===== src/rtl/f_pc.sv =====
// ----------------------------------------------------------------------------
// f_pc -- fetch-stage program counter with redirect, exception and eret
// handling plus a small RUN/HOLD/VEC status FSM.
//
// Next-PC priority (highest first): req -> 0x0000_4180, eret -> EPC,
// F_stall -> hold, D_npc_sel 1/2 -> D_target, otherwise F_PC + 4 (wraps).
// Reset is synchronous, active-high and beats every other input.
//
// Ports:
//   clk          in   1   rising-edge clock
//   reset        in   1   synchronous active-high reset
//   F_stall      in   1   hazard-unit freeze of fetch
//   D_npc_sel    in   2   0 seq, 1 branch taken, 2 jump, 3 treated as seq
//   D_target     in  32   redirect target from D
//   req          in   1   CP0 exception/interrupt request
//   eret         in   1   eret resolved in D
//   EPC          in  32   CP0 return address
//   F_PC         out 32   current fetch address
//   F_ExcCode    out  5   0 none, 4 AdEL (misaligned or outside IM window)
//   F_state      out  2   0 RUN, 1 HOLD, 2 VEC
//   F_fetch_cnt  out 32   saturating advanced-fetch counter
//
// Optional feature macro: F_FETCH_CNT_EN adds the F_fetch_cnt port, its
// register and logic. Without it the block behaves identically otherwise.
// ----------------------------------------------------------------------------
module f_pc (
    input  logic        clk,
    input  logic        reset,
    input  logic        F_stall,
    input  logic [1:0]  D_npc_sel,
    input  logic [31:0] D_target,
    input  logic        req,
    input  logic        eret,
    input  logic [31:0] EPC,
    output logic [31:0] F_PC,
    output logic [4:0]  F_ExcCode,
`ifdef F_FETCH_CNT_EN
    output logic [1:0]  F_state,
    output logic [31:0] F_fetch_cnt
`else
    output logic [1:0]  F_state
`endif
);

    localparam logic [31:0] ResetPc   = 32'h0000_3000;
    localparam logic [31:0] ExcVector = 32'h0000_4180;
    localparam logic [31:0] ImLo      = 32'h0000_3000;
    localparam logic [31:0] ImHi      = 32'h0000_6FFF;
    localparam logic [4:0]  ExcNone   = 5'd0;
    localparam logic [4:0]  ExcAdEL   = 5'd4;

    typedef enum logic [1:0] {
        StRun  = 2'd0,
        StHold = 2'd1,
        StVec  = 2'd2
    } state_e;

    logic [31:0] pc_q, pc_d;
    state_e      state_q, state_d;

    // Next PC: later assignments override earlier ones, giving the priority
    // req > eret > F_stall > D_npc_sel.
    always_comb begin
        pc_d = pc_q + 32'd4;
        unique case (D_npc_sel)
            2'd1, 2'd2: pc_d = D_target;
            default:    pc_d = pc_q + 32'd4;
        endcase
        if (F_stall) begin
            pc_d = pc_q;
        end
        if (eret) begin
            pc_d = EPC;
        end
        if (req) begin
            pc_d = ExcVector;
        end
    end

    // The same rule set applies from every state; an eret during HOLD moves
    // the PC, so the FSM must leave HOLD to keep HOLD meaning "PC frozen".
    always_comb begin
        state_d = StRun;
        if (req) begin
            state_d = StVec;
        end else if (eret) begin
            state_d = StRun;
        end else if (F_stall) begin
            state_d = StHold;
        end
    end

    always_ff @(posedge clk) begin
        if (reset) begin
            pc_q    <= ResetPc;
            state_q <= StRun;
        end else begin
            pc_q    <= pc_d;
            state_q <= state_d;
        end
    end

`ifdef F_FETCH_CNT_EN
    logic [31:0] cnt_q, cnt_d;

    // Counts cycles in which the PC is allowed to move; sticks at all-ones.
    always_comb begin
        cnt_d = cnt_q;
        if ((!F_stall || req || eret) && (cnt_q != 32'hFFFF_FFFF)) begin
            cnt_d = cnt_q + 32'd1;
        end
    end

    always_ff @(posedge clk) begin
        if (reset) begin
            cnt_q <= 32'd0;
        end else begin
            cnt_q <= cnt_d;
        end
    end

    assign F_fetch_cnt = cnt_q;
`endif

    assign F_PC      = pc_q;
    assign F_state   = state_q;
    assign F_ExcCode = ((pc_q[1:0] != 2'b00) || (pc_q < ImLo) || (pc_q > ImHi))
                       ? ExcAdEL : ExcNone;

endmodule


===== config.mk =====
export PLATFORM = sky130hd
export DESIGN_NAME = f_pc
export DESIGN_NICKNAME = d
export VERILOG_FILES = /design/src/rtl/f_pc.sv
export SDC_FILE = /design/constraint.sdc
export NUM_CORES = 1
export LEC_CHECK = 0
export BUFFER_PORTS_ARGS = -buffer_cell sky130_fd_sc_hd__buf_4
export CAP_MARGIN = 15
export CORE_MARGIN = 5
export CORE_UTILIZATION = 52
export DETAILED_ROUTE_END_ITERATION = 8
export PLACE_DENSITY = 0.86
export SLEW_MARGIN = 25
export SYNTH_ARGS = -nofsm -noshare
export SYNTH_HDL_FRONTEND = slang
export SYNTH_SLANG_ARGS = --single-unit

===== constraint.sdc =====
create_clock -name clk -period 5 [get_ports clk]
set_clock_uncertainty 0.1 [all_clocks]
set_input_delay 0 -clock clk [delete_from_list [all_inputs] [get_ports clk]]
set_output_delay 0 -clock clk [all_outputs]
set_load 0.02 [all_outputs]

==> run summary <==
PWR
--------------------------------------------------------------------------------------
Lkg Pwr                                                                       1.573 nW
Power density normalized to cell area                                     193.9 nW/µm²
Maximum resistive drop on vdd                                                0.1418 mV
Power after layout                                                            746.4 µW

CLOCKING
--------------------------------------------------------------------------------------
TritonCTS Buffers                                                                    5
CTS tree                                                                           yes
Root Buffer Master                                                            clkbuf_8
CTS-repair resized insts                                                             0
Count of H-tree levels built during CTS                                              2
Clock sinks                                                                         34
Clock slew at the register clock pins of the worst setup and hold paths          70 ps
Worst-case clock buffer depth                                                        2
Clk_lat worst skew                                                              280 ps

CELLS AND AREA
--------------------------------------------------------------------------------------
Fin area                                                                      3850 µm²
Final design utilization                                                        0.8097
Fill cells                                                                         348
Net count of the finished layout                                                   566
Post-route insts no fill                                                           561
Final antenna diode count                                                            0
Area growth from synthesis to layout                                            49.73%
Fraction of final layout cells sized beyond drive strength 1                    0.2571

SYNTHESIS
--------------------------------------------------------------------------------------
Adder-Cell Fraction of Synth Area                                             0.004866
Number of unique standard cell types used by synthesis                              51
Yosys reg bits                                                                      34
Post-synth top flop                                                            dfxtp_1
Yosys warning total                                                                  0
Share of synthesized area spent on multiplexers                                0.01557
Complex-gate fraction of the synthesized area                                   0.2701
Synthesized cell area                                                         2571 µm²
Main combinational cell family by area after synthesis                    simple AND/OR/NAND/NOR gates
Simple-gate share of the synthesized area                                       0.3421
Share of flip-flops with an asynchronous set or reset after synthesis                0
Mean post-synth cell area                                                    7.025 µm²
Cells after synthesis                                                              366
Sequential fraction of the synthesis area                                       0.2647
Number of flops mapped to enable cells by yosys                                      0
Post-Synth XOR/XNOR Area                                                       0.02725

DETAILED ROUTING
--------------------------------------------------------------------------------------
DRC violations left                                                                  0
Router iterations before antenna repair                                              5
Vias post-DR                                                                      3569
WL per Instance                                                               18.42 µm
Total wirelength of the detailed-routed design                                10.33 mm
Vias per inst                                                                    6.362
First DRT Iteration DRCs                                                           504
Antenna Nets Post-Route                                                              0

MIN PATH
--------------------------------------------------------------------------------------
HP Class                                                                     in -> reg
Worst Min Path Start                                                           EPC[15]

WORST SETUP PATH
--------------------------------------------------------------------------------------
Slowest stage delay, CP                                                         560 ps
Worst EP required                                                              5080 ps
Crit path arrival time                                                         3110 ps
Origin of the critical flop-to-flop path                                  F_PC[2]$_SDFFE_PP0P_
CP Capture Type                                                                   flop
Launch point of the worst path                                            F_PC[2]$_SDFFE_PP0P_
Worst setup SP type                                                               flop
Worst Path Class, Setup                                                     reg -> reg
CP max-delay cell                                                         dlygate4sd3_1
Maximum fanout encountered on the critical timing path                              12
Series of cell instances along the critical path                          ha_1 -> and4_1 -> nand3_1 -> o41a_1 -> nor3_1 -> o22ai_1 -> dlygate4sd3_1

STA
--------------------------------------------------------------------------------------
Endpoints failing hold                                                               0
Post-route clock period utilization                                             0.6074
RSZ-0062 raised after global routing                                             false
Max-Slew Margin vs Limit                                                        0.3406
Maximum frequency from static timing analysis                                329.3 MHz
Actual slew at the worst max-slew pin                                         980.0 ps
Max-slew violations                                                                  0
Number of endpoints failing setup at the final stage                                 0
Setup total negative slack                                                        0 ps
Time the final worst path needs with I/O delays and setup                      3037 ps

GLOBAL ROUTING
--------------------------------------------------------------------------------------
First-pass GRT wire length                                                    15.58 mm
Largest net degree at the start of global routing                                   50
Initial antenna violation count                                                      0
Vias in the first global route                                                    3325
Remaining Overflow, GRT                                                              0
Total global routing track utilization                                          0.3085

FLOORPLANNING
--------------------------------------------------------------------------------------
Die Wd                                                                        80.32 µm
Die height                                                                    80.32 µm
Cell Rows                                                                           25
Effective utilization at floorplan                                              0.5408
Number of primary I/O pins                                                         110
Core region area                                                              4755 µm²
Area of the die                                                               6451 µm²

PLACED DESIGN
--------------------------------------------------------------------------------------
Post-placement cell count                                                          510
Total of buffers placed on input and output ports                                  105
Global placement routability congestion                                         0.9632
Post-detailed-placement half-perimeter wirelength                             6.523 mm
Area of placed instances                                                      3328 µm²

RUN STATUS
--------------------------------------------------------------------------------------
Outcome                                                                   finished, final reports clean

JOB
--------------------------------------------------------------------------------------
Reported max-cap violation count                                                     0

-- cells by family after synthesis --
| group | count (synthesis) |
|---|---|
| AO/OA/AOI/OAI | 108 |
| XOR/XNOR | 8 |
| adder cells (fa/ha/maj) | 1 |
| buffers and inverters | 43 |
| flip-flops | 34 |
| multiplexers | 4 |
| other | 1 |
| AND/OR/NAND/NOR | 167 |
-- per-layer routing --
| metal | vias to the layer above | track usage | part of all wire |
|---|---|---|---|
| met2 | 267 | 0.5571 | 0.50 |
| met3 | 46 | 0.05045 | 0.10 |
| met5 | - | 0 | 0 |
| met1 | 1643 | 0.3572 | 0.37 |
| met4 | 0 | 0.1267 | 0.026 |
| li1 | 1613 | - | - |
-- state kept, by name (all words and copies together) (netlist names), named ones only --
| name | count |
|---|---|
| F_PC | 30 |
| F_state | 2 |
-- where the power goes --
group	leakage [nW]	total (mW)	switching (mW)	internal (mW)
Clock	0.0383	0.198	0.102	0.0961
Combinational	1.26	0.236	0.121	0.115
Sequential	0.279	0.312	0.0266	0.285
Total	1.57	0.746	0.250	0.497
-- cell usage after synthesis (all sizes together) (2+ instances only) --
cell	instances	area, µm²
a311oi	3	26.28
o211ai	3	22.52
and2	3	18.77
buf	11	68.81
or2	3	18.77
o22ai	9	62.56
and4	4	35.03
mux2i	4	40.04
and3	6	37.54
nand2	43	161.4
nor3	14	75.07
o31a	3	26.28
xor2	4	35.03
a41oi	2	17.52
a21oi	25	125.1
a211oi	7	52.55
o21ai	28	140.1
dfxtp	34	680.7
a31oi	3	18.77
a221oi	4	35.03
nor2	34	127.6
inv	9	33.78
nor4b	2	17.52
a22oi	12	90.09
nand4	16	100.1
o31ai	3	22.52
nor4	13	111.4
xnor2	4	35.03
nand3	18	90.09
nand3b	3	22.52
nor2b	3	18.77
clkbuf	23	87.58
nand2b	2	12.51
a31o	2	17.52
-- placed cells by master (no fill, tap or decap), types with 4 or more instances in the layout --
cell type and n:
buf_4 108, dlygate4sd3_1 44, nand2_1 43, dfxtp_1 34, nor2_1 33, o21ai_0 28
a21oi_1 25, nand3_1 18, nand4_1 16, nor3_1 13, a22oi_1 12, nor4_1 11
inv_1 9, o22ai_1 8, a211oi_1 7, and3_1 6, clkbuf_8 5, and4_1 4
xor2_1 4, mux2i_1 4, a221oi_1 4, conb_1 4
-- worst max-delay path: cells and delay by family, from the launching register on --
family,cells,cell delay [ps]
fa+ha+maj,1,280
flops,1,440
buf+inv,1,560
simple gates,3,910
compound gates,2,640
-- stage by stage --
stage / hold slack (ps) / setup WS [ps]
after global routing: 33.77 / 1823
after floorplan: 10.71 / 2816
final: 8.924 / 1963
after detailed placement: 105.7 / 2654
after global placement: 101.3 / 2766
after CTS: 0.3232 / 2095
-- cell type report --
| type | instances | area (µm²) | share of cell area |
|---|---|---|---|
| Multi-Input combinational cell | 292 | 1724 | 0.4478 |
| Timing Repair Buffer | 152 | 1251 | 0.3250 |
| Sequential cell | 34 | 680.7 | 0.1768 |
| Tap cell | 67 | 83.83 | 0.02177 |
| Clock buffer | 7 | 76.32 | 0.01982 |
| Inverter | 9 | 33.78 | 0.008775 |
-- timing repair --
| action | in CTS | in global routing |
|---|---|---|
| hold buffers | 44 | 0 |
| hold endpoints to repair | 31 | 0 |
| buffers inserted | 0 | 0 |
-- path summary, 6_finish.rpt --
check | cells past startpoint | slack [ps] | endpoint
worst max-delay path | 7 | 1960 | F_PC[28]$_SDFFE_PP0P_
worst min-delay path | 5 | 9 | F_PC[15]$_SDFFE_PP0P_
worst max register to register | 7 | 1960 | F_PC[28]$_SDFFE_PP0P_
worst min register to register | 2 | 470 | F_PC[7]$_SDFFE_PP0P_
No activity file was read; power rests on OpenSTA's default activity.
